`src/rtl/n64_poll_sequencer.sv`:
```
// n64_poll_sequencer
// Owns the single-wire N64 controller line. It sends the 0x01 poll command, receives the
// 32-bit status reply, and publishes the buttons and stick words together with a one-cycle
// valid strobe. Every frame is timed and guarded by a timeout.
//
// Ports:
//   clock_i        system clock, all logic on the rising edge
//   reset_ni       asynchronous active-low reset
//   poll_req_i     single-cycle request to start a poll frame
//   auto_en_i      1 = start a frame by itself every AUTO_POLL_US
//   line_in_i      raw pad level (asynchronous)
//   line_oe_o      1 = pull the pad low, 0 = release it (external pull-up)
//   busy_o         a frame is in progress
//   valid_o        one-cycle pulse when a new status word has been latched
//   timeout_err_o  one-cycle pulse when a frame is aborted
//   buttons_o      button bits; the first received bit is buttons_o[15]
//   joy_x_o        signed stick X, first received bit is the MSB
//   joy_y_o        signed stick Y
module n64_poll_sequencer #(
    parameter int unsigned US_CYCLES    = 12,
    parameter int unsigned TIMEOUT_US   = 100,
    parameter int unsigned GAP_US       = 200,
    parameter int unsigned AUTO_POLL_US = 16667
) (
    input  logic        clock_i,
    input  logic        reset_ni,
    input  logic        poll_req_i,
    input  logic        auto_en_i,
    input  logic        line_in_i,
    output logic        line_oe_o,
    output logic        busy_o,
    output logic        valid_o,
    output logic        timeout_err_o,
    output logic [15:0] buttons_o,
    output logic [7:0]  joy_x_o,
    output logic [7:0]  joy_y_o
);

    localparam int unsigned TickW      = $clog2(US_CYCLES + 1);
    localparam int unsigned UsW        = $clog2(TIMEOUT_US + 4);
    localparam int unsigned GapW       = $clog2(GAP_US + 1);
    localparam int unsigned AutoCycles = AUTO_POLL_US * US_CYCLES;
    localparam int unsigned AutoW      = $clog2(AutoCycles + 1);

    typedef enum logic [3:0] {
        StIdle, StTxLow, StTxHigh, StTxStop, StRxWait, StRxSample, StRxStop, StDone, StAbort
    } state_e;

    state_e             state_q, state_d;
    logic               sync1_q, sync2_q, prev_q;
    logic [TickW-1:0]   tick_cnt_q, tick_cnt_d;
    logic [UsW-1:0]     us_cnt_q, us_cnt_d;
    logic [4:0]         bit_cnt_q, bit_cnt_d;
    logic [31:0]        sr_q, sr_d;
    logic               stop_seen_q, stop_seen_d;
    logic [GapW-1:0]    gap_q, gap_d;
    logic [AutoW-1:0]   auto_q, auto_d;
    logic [15:0]        buttons_q, buttons_d;
    logic [7:0]         joy_x_q, joy_x_d, joy_y_q, joy_y_d;

    logic               tick, fall, timeout_hit, gap_done, auto_exp, start_req;
    logic               phase_restart, restart;
    logic [UsW-1:0]     low_last, high_last;

    assign tick        = (tick_cnt_q == TickW'(US_CYCLES - 1));
    // Edge detect runs on the synchronised line; only RX states look at it, so our own
    // transmitted edges never count as reply bits.
    assign fall        = prev_q & ~sync2_q;
    assign timeout_hit = tick && (us_cnt_q == UsW'(TIMEOUT_US - 1));
    // The last microsecond of the gap finishes on this tick, so a request here is accepted.
    assign gap_done    = (gap_q == '0) || ((gap_q == GapW'(1)) && tick);
    assign auto_exp    = auto_en_i && (auto_q == AutoW'(AutoCycles - 1));
    assign start_req   = poll_req_i | auto_exp;
    // The command is 0x01 sent MSB first: only bit index 7 is a '1'.
    assign low_last    = (bit_cnt_q == 5'd7) ? UsW'(0) : UsW'(2);
    assign high_last   = (bit_cnt_q == 5'd7) ? UsW'(2) : UsW'(0);

    always_comb begin
        state_d       = state_q;
        bit_cnt_d     = bit_cnt_q;
        sr_d          = sr_q;
        stop_seen_d   = stop_seen_q;
        buttons_d     = buttons_q;
        joy_x_d       = joy_x_q;
        joy_y_d       = joy_y_q;
        gap_d         = gap_q;
        phase_restart = 1'b0;
        line_oe_o     = 1'b0;
        valid_o       = 1'b0;
        timeout_err_o = 1'b0;

        if (tick && (gap_q != '0)) gap_d = gap_q - GapW'(1);

        auto_d = '0;
        if (auto_en_i && !auto_exp) auto_d = auto_q + AutoW'(1);

        unique case (state_q)
            StIdle: begin
                if (start_req && gap_done) begin
                    state_d   = StTxLow;
                    bit_cnt_d = '0;
                end
            end
            StTxLow: begin
                line_oe_o = 1'b1;
                if (tick && (us_cnt_q == low_last)) state_d = StTxHigh;
            end
            StTxHigh: begin
                if (tick && (us_cnt_q == high_last)) begin
                    if (bit_cnt_q == 5'd7) begin
                        state_d = StTxStop;
                    end else begin
                        state_d   = StTxLow;
                        bit_cnt_d = bit_cnt_q + 5'd1;
                    end
                end
            end
            StTxStop: begin
                line_oe_o = 1'b1;
                if (tick) begin
                    state_d     = StRxWait;
                    bit_cnt_d   = '0;
                    stop_seen_d = 1'b0;
                end
            end
            StRxWait: begin
                if (fall) state_d = StRxSample;
                else if (timeout_hit) state_d = StAbort;
            end
            StRxSample: begin
                if (tick && (us_cnt_q == UsW'(1))) begin
                    sr_d      = {sr_q[30:0], sync2_q};
                    bit_cnt_d = bit_cnt_q + 5'd1;
                    state_d   = (bit_cnt_q == 5'd31) ? StRxStop : StRxWait;
                end
            end
            StRxStop: begin
                // Two phases: wait for the stop-bit edge, then let 2 us pass before finishing.
                if (!stop_seen_q) begin
                    if (fall) begin
                        stop_seen_d   = 1'b1;
                        phase_restart = 1'b1;
                    end else if (timeout_hit) begin
                        state_d = StAbort;
                    end
                end else if (tick && (us_cnt_q == UsW'(1))) begin
                    state_d   = StDone;
                    buttons_d = sr_q[31:16];
                    joy_x_d   = sr_q[15:8];
                    joy_y_d   = sr_q[7:0];
                end
            end
            StDone: begin
                valid_o = 1'b1;
                gap_d   = GapW'(GAP_US);
                state_d = StIdle;
            end
            StAbort: begin
                timeout_err_o = 1'b1;
                gap_d         = GapW'(GAP_US);
                state_d       = StIdle;
            end
            default: state_d = StIdle;
        endcase

        // Restarting the timebase on every phase change keeps phase lengths exact.
        restart    = (state_d != state_q) || phase_restart;
        tick_cnt_d = (restart || tick) ? '0 : tick_cnt_q + TickW'(1);
        us_cnt_d   = restart ? '0 : (tick ? us_cnt_q + UsW'(1) : us_cnt_q);
    end

    always_ff @(posedge clock_i or negedge reset_ni) begin
        if (!reset_ni) begin
            state_q     <= StIdle;
            sync1_q     <= 1'b1;
            sync2_q     <= 1'b1;
            prev_q      <= 1'b1;
            tick_cnt_q  <= '0;
            us_cnt_q    <= '0;
            bit_cnt_q   <= '0;
            sr_q        <= '0;
            stop_seen_q <= 1'b0;
            gap_q       <= '0;
            auto_q      <= '0;
            buttons_q   <= '0;
            joy_x_q     <= '0;
            joy_y_q     <= '0;
        end else begin
            state_q     <= state_d;
            sync1_q     <= line_in_i;
            sync2_q     <= sync1_q;
            prev_q      <= sync2_q;
            tick_cnt_q  <= tick_cnt_d;
            us_cnt_q    <= us_cnt_d;
            bit_cnt_q   <= bit_cnt_d;
            sr_q        <= sr_d;
            stop_seen_q <= stop_seen_d;
            gap_q       <= gap_d;
            auto_q      <= auto_d;
            buttons_q   <= buttons_d;
            joy_x_q     <= joy_x_d;
            joy_y_q     <= joy_y_d;
        end
    end

    assign busy_o    = (state_q != StIdle);
    assign buttons_o = buttons_q;
    assign joy_x_o   = joy_x_q;
    assign joy_y_o   = joy_y_q;

endmodule
```
`config.mk`:
```
export PLATFORM = sky130hd
export DESIGN_NAME = n64_poll_sequencer
export DESIGN_NICKNAME = d
export VERILOG_FILES = /design/src/rtl/n64_poll_sequencer.sv
export SDC_FILE = /design/constraint.sdc
export NUM_CORES = 1
export LEC_CHECK = 0
export ABC_CLOCK_PERIOD_IN_PS = 5510
export CAP_MARGIN = 20
export CORE_ASPECT_RATIO = 0.9
export CORE_MARGIN = 5
export CORE_UTILIZATION = 35
export DETAILED_ROUTE_END_ITERATION = 10
export GPL_ROUTABILITY_DRIVEN = 0
export HOLD_SLACK_MARGIN = 0.15
export PLACE_DENSITY = 0.57
export SLEW_MARGIN = 20
export SYNTH_ARGS = -nofsm -noshare
export SYNTH_HDL_FRONTEND = slang
export SYNTH_SLANG_ARGS = --single-unit
export TNS_END_PERCENT = 50
```
`constraint.sdc`:
```
create_clock -name clock_i -period 5.51 [get_ports clock_i]
set_input_delay 1.102 -clock clock_i [delete_from_list [all_inputs] [get_ports clock_i]]
set_output_delay 1.102 -clock clock_i [all_outputs]
set_load 0.02 [all_outputs]
```
==> results.py <==
metrics = {
    "run_status": {
        "status": "finished, final reports clean",
    },
    "yosys": {
        "async_reset_ff_share_pct": 100.0,
        "synth_ff_type": "dfrtp_1",
        "synth_warnings": 0,
        "syn_avg_cell_area_sq_um": 11.73,
        "syn_inst": 462,
        "ys_seq_elements": 114,
        "syn_nets": 476,
        "synthDistinctLibCells": 59,
        "syn_area_sq_um": 5419,
        "ys_seq_area_share_pct": 52.71,
        "synth_edf_count": 0,
    },
    "drt": {
        "drc": 0,
        "routed_wl_mm": 10.44,
        "met1_length_mm": 5.250,
        "dr.pass1.iters": 4,
        "wl_met2_mm": 4.718,
        "wl_per_cell_um": 14.50,
        "vias": 3587,
        "drt_iter0_drc": 250,
        "via_per_inst": 4.982,
        "dr_wl_met3_um": 369,
        "ant_nets": 0,
        "highest-signal-layer": "met4",
    },
    "worst_setup_path": {
        "crit_required_ps": 4410,
        "cp-end-kind": "output pin",
        "cpPeakStageDelay_ps": 580,
        "cp.arrival_ps": 2300,
        "worstPathMaxFanout": 17,
        "worst-setup-path-type": "reg2out",
        "path_cells": "nor4_1, inv_1, clkdlybuf4s50_1",
        "crit_path_start_kind": "flop",
        "cp_slowest_cell": "clkdlybuf4s50_1",
        "rrSetupSlack_ps": 2920,
    },
    "die": {
        "chipWidth_um": 141.2,
        "io_pins": 41,
        "rows": 43,
        "core_area_sq_um": 15330,
        "die_area_sq_um": 18070,
        "die_y_um": 128.0,
        "initial_utilization_pct": 35.34,
    },
    "final_layout": {
        "multi_input_area_sq_um": 2404,
        "syn2layout_area_growth_pct": 21.10,
        "fillerInstances": 1453,
        "fin_nets": 519,
        "drive_gt1_share_pct": 24.52,
        "antenna_cells": 0,
        "finalInstanceArea_sq_um": 6563,
        "seqCellArea_sq_um": 2856,
    },
    "place": {
        "place_ws_ps": 2548,
        "portBuffers": 40,
        "hpwl_mm": 7.194,
        "placed_area_sq_um": 5989,
    },
    "cts": {
        "cts_root_buf": "clkbuf_16",
        "post_cts_buffers": 0,
        "postCtsHoldBufs": 0,
        "cts_tree": "built",
        "clock_sinks": 114,
        "cts-buffers-inserted": 17,
        "clkLatencyLatePin_ps": 410,
        "post_cts_resized": 0,
        "htree_levels": 4,
        "cts-root-to-sink-buffers": 2,
        "path_clk_slew_ps": 50,
    },
    "grt": {
        "grt_pass1_wl_mm": 18.00,
        "grt_max_degree": 84,
        "antenna_found_initial": 0,
        "grt_pass1_vias": 3589,
        "grt-ovfl-total": 0,
        "grt_use_total_pct": 12.32,
    },
    "sta": {
        "period_minus_slack_ps": 3401,
        "period_share_pct": 61.73,
        "setup_ws_ps": 2109,
        "worst_pin_slew_ps": 740.1,
        "fin_tns_setup_ps": 0,
        "hold_viol": 0,
        "fin_skew_ps": 10.95,
        "max_freq_ghz": 0.2940,
        "rsz0062_at_grt": "false",
        "setup_viol": 0,
        "relSlewSlack_pct": 50.66,
        "slew_viol_final": 0,
    },
    "power": {
        "power.density_nw_per_um2": 290.3,
        "p_clk_share_pct": 54.2,
        "intPower_mw": 1.483,
        "p_leak_nw": 2.975,
        "irDropWorstVdd_mv": 0.1905,
        "p_sw_share_pct": 22.16,
        "p_seq_share_pct": 44.3,
        "p_switching_mw": 0.4222,
        "comb_power_share_pct": 1.4,
    },
    "hold_path": {
        "hold_class": "reg2reg",
    },
    "run": {
        "cap_violations": 0,
    },
}
==> flip-flops by register name, summed over array words and instances (netlist names), 4 cells and up <==
| name | flops |
|---|---|
| auto_q | 18 |
| bit_cnt_q | 5 |
| buttons_o | 16 |
| gap_q | 8 |
| joy_x_o | 8 |
| joy_y_o | 8 |
| sr_q | 32 |
| state_q | 4 |
| tick_cnt_q | 4 |
| us_cnt_q | 7 |
==> placed cells by master (no fill, tap or decap), types with 3 or more instances in the layout <==
cell | netlist | layout
dfrtp_1 | 111 | 111
mux2_2 | 64 | 64
clkdlybuf4s50_1 | 0 | 39
nor2_1 | 38 | 38
nand2_1 | 24 | 24
xor2_1 | 18 | 18
clkbuf_16 | 0 | 17
nand3_1 | 14 | 14
inv_1 | 13 | 13
xnor2_1 | 12 | 12
o211ai_1 | 11 | 11
a21oi_2 | 11 | 11
nand4_1 | 10 | 10
o21ai_0 | 10 | 10
nor3_1 | 9 | 9
ha_1 | 9 | 9
and3_1 | 7 | 7
nor4_1 | 7 | 7
nand2b_1 | 6 | 6
nor2b_1 | 6 | 6
a21oi_1 | 6 | 6
clkinv_4 | 0 | 5
a211oi_1 | 4 | 4
and4_1 | 4 | 4
buf_4 | 1 | 4
o21a_1 | 3 | 3
o311ai_1 | 3 | 3
mux2i_1 | 3 | 3
inv_6 | 0 | 3
clkinv_2 | 0 | 3
dfstp_2 | 3 | 3
==> Yosys cell counts, types with 3 or more instances <==
| cell | count | area (sq um) |
|---|---|---|
| dfrtp_1 | 111 | 2778 |
| nor2_1 | 38 | 142.6 |
| o21a_1 | 3 | 22.52 |
| and4_1 | 4 | 35.03 |
| and3_1 | 7 | 43.79 |
| a21oi_2 | 11 | 96.34 |
| dfstp_2 | 3 | 78.83 |
| nand4_1 | 10 | 62.56 |
| nand2b_1 | 6 | 37.54 |
| inv_1 | 13 | 48.80 |
| mux2_2 | 64 | 720.7 |
| nor2b_1 | 6 | 37.54 |
| mux2i_1 | 3 | 30.03 |
| xnor2_1 | 12 | 105.1 |
| o311ai_1 | 3 | 26.28 |
| o211ai_1 | 11 | 82.58 |
| a21oi_1 | 6 | 30.03 |
| clkbuf_1 | 3 | 11.26 |
| nor4_1 | 7 | 43.79 |
| nand2_1 | 24 | 90.09 |
| ha_1 | 9 | 112.6 |
| o21ai_0 | 10 | 50.05 |
| xor2_1 | 18 | 157.7 |
| nand3_1 | 14 | 70.07 |
| buf_2 | 13 | 65.06 |
| a211oi_1 | 4 | 30.03 |
| nor3_1 | 9 | 45.04 |
==> worst max-delay path, delay by kind of cell, from the launching register on <==
kind | cells | cell delay (ps)
buffers and inverters | 2 | 760
AND/OR/NAND/NOR | 1 | 570
flip-flops | 1 | 560
==> worst paths after layout <==
check / depth (start not counted) / from / endpoint
setup / recovery: 3 / state_q[0] / busy_o
hold / removal: 0 / sync1_q / sync2_q
setup reg to reg: 7 / tick_cnt_q[0] / tick_cnt_q[2]
hold reg to reg: 0 / sync1_q / sync2_q
max in group asynchronous: 2 / reset_ni / sync1_q
min in group asynchronous: 1 / reset_ni / buttons_o[4]
==> through the flow <==
stage / cells / power, mW / hold WS, ps / utilization [%]
3_5_place_dp: 688 / 0.8879 / 351.5 / 39.06
5_1_grt: 720 / 1.980 / 361.5 / 42.80
2_1_floorplan: 462 / 0.8653 / 345.2 / -
6_report: 720 / 1.905 / 353.8 / 42.80
3_3_place_gp: 688 / 0.8878 / 348.5 / 39.06
4_1_cts: 720 / 1.935 / 358.8 / 42.77
==> power by group through the flow <==
stage | registers [mW] | clock network [mW] | logic [mW]
2_1_floorplan | 0.859 | 0 | 0.00674
3_3_place_gp | 0.859 | 0 | 0.0287
3_5_place_dp | 0.859 | 0 | 0.0289
4_1_cts | 0.844 | 1.06 | 0.0291
5_1_grt | 0.844 | 1.10 | 0.0331
6_report | 0.844 | 1.03 | 0.0276
==> layout make-up <==
type	instances	area share (%)
Sequential cell	114	43.53
Timing Repair Buffer	44	6.578
Multi-Input combinational cell	315	36.63
Tap cell	202	3.851
Clock inverter	14	1.983
Inverter	13	0.7436
Clock buffer	18	6.692
==> per-layer routing <==
layer	up-vias	GRT usage, %
met4	0	5.242
met3	8	3.394
met2	44	17.88
li1	1744	-
met1	1791	17.29
met5	-	0
==> cell families after synthesis <==
logic type	Yosys count	share of synthesized area, %
mux	67	13.85
xor+xnor	30	4.849
flops	114	52.71
simple gates	147	15.22
fa+ha+maj	9	2.078
compound gates	62	8.359
buf+inv	33	2.932
Note: power is estimated with default switching activity, not from simulation.
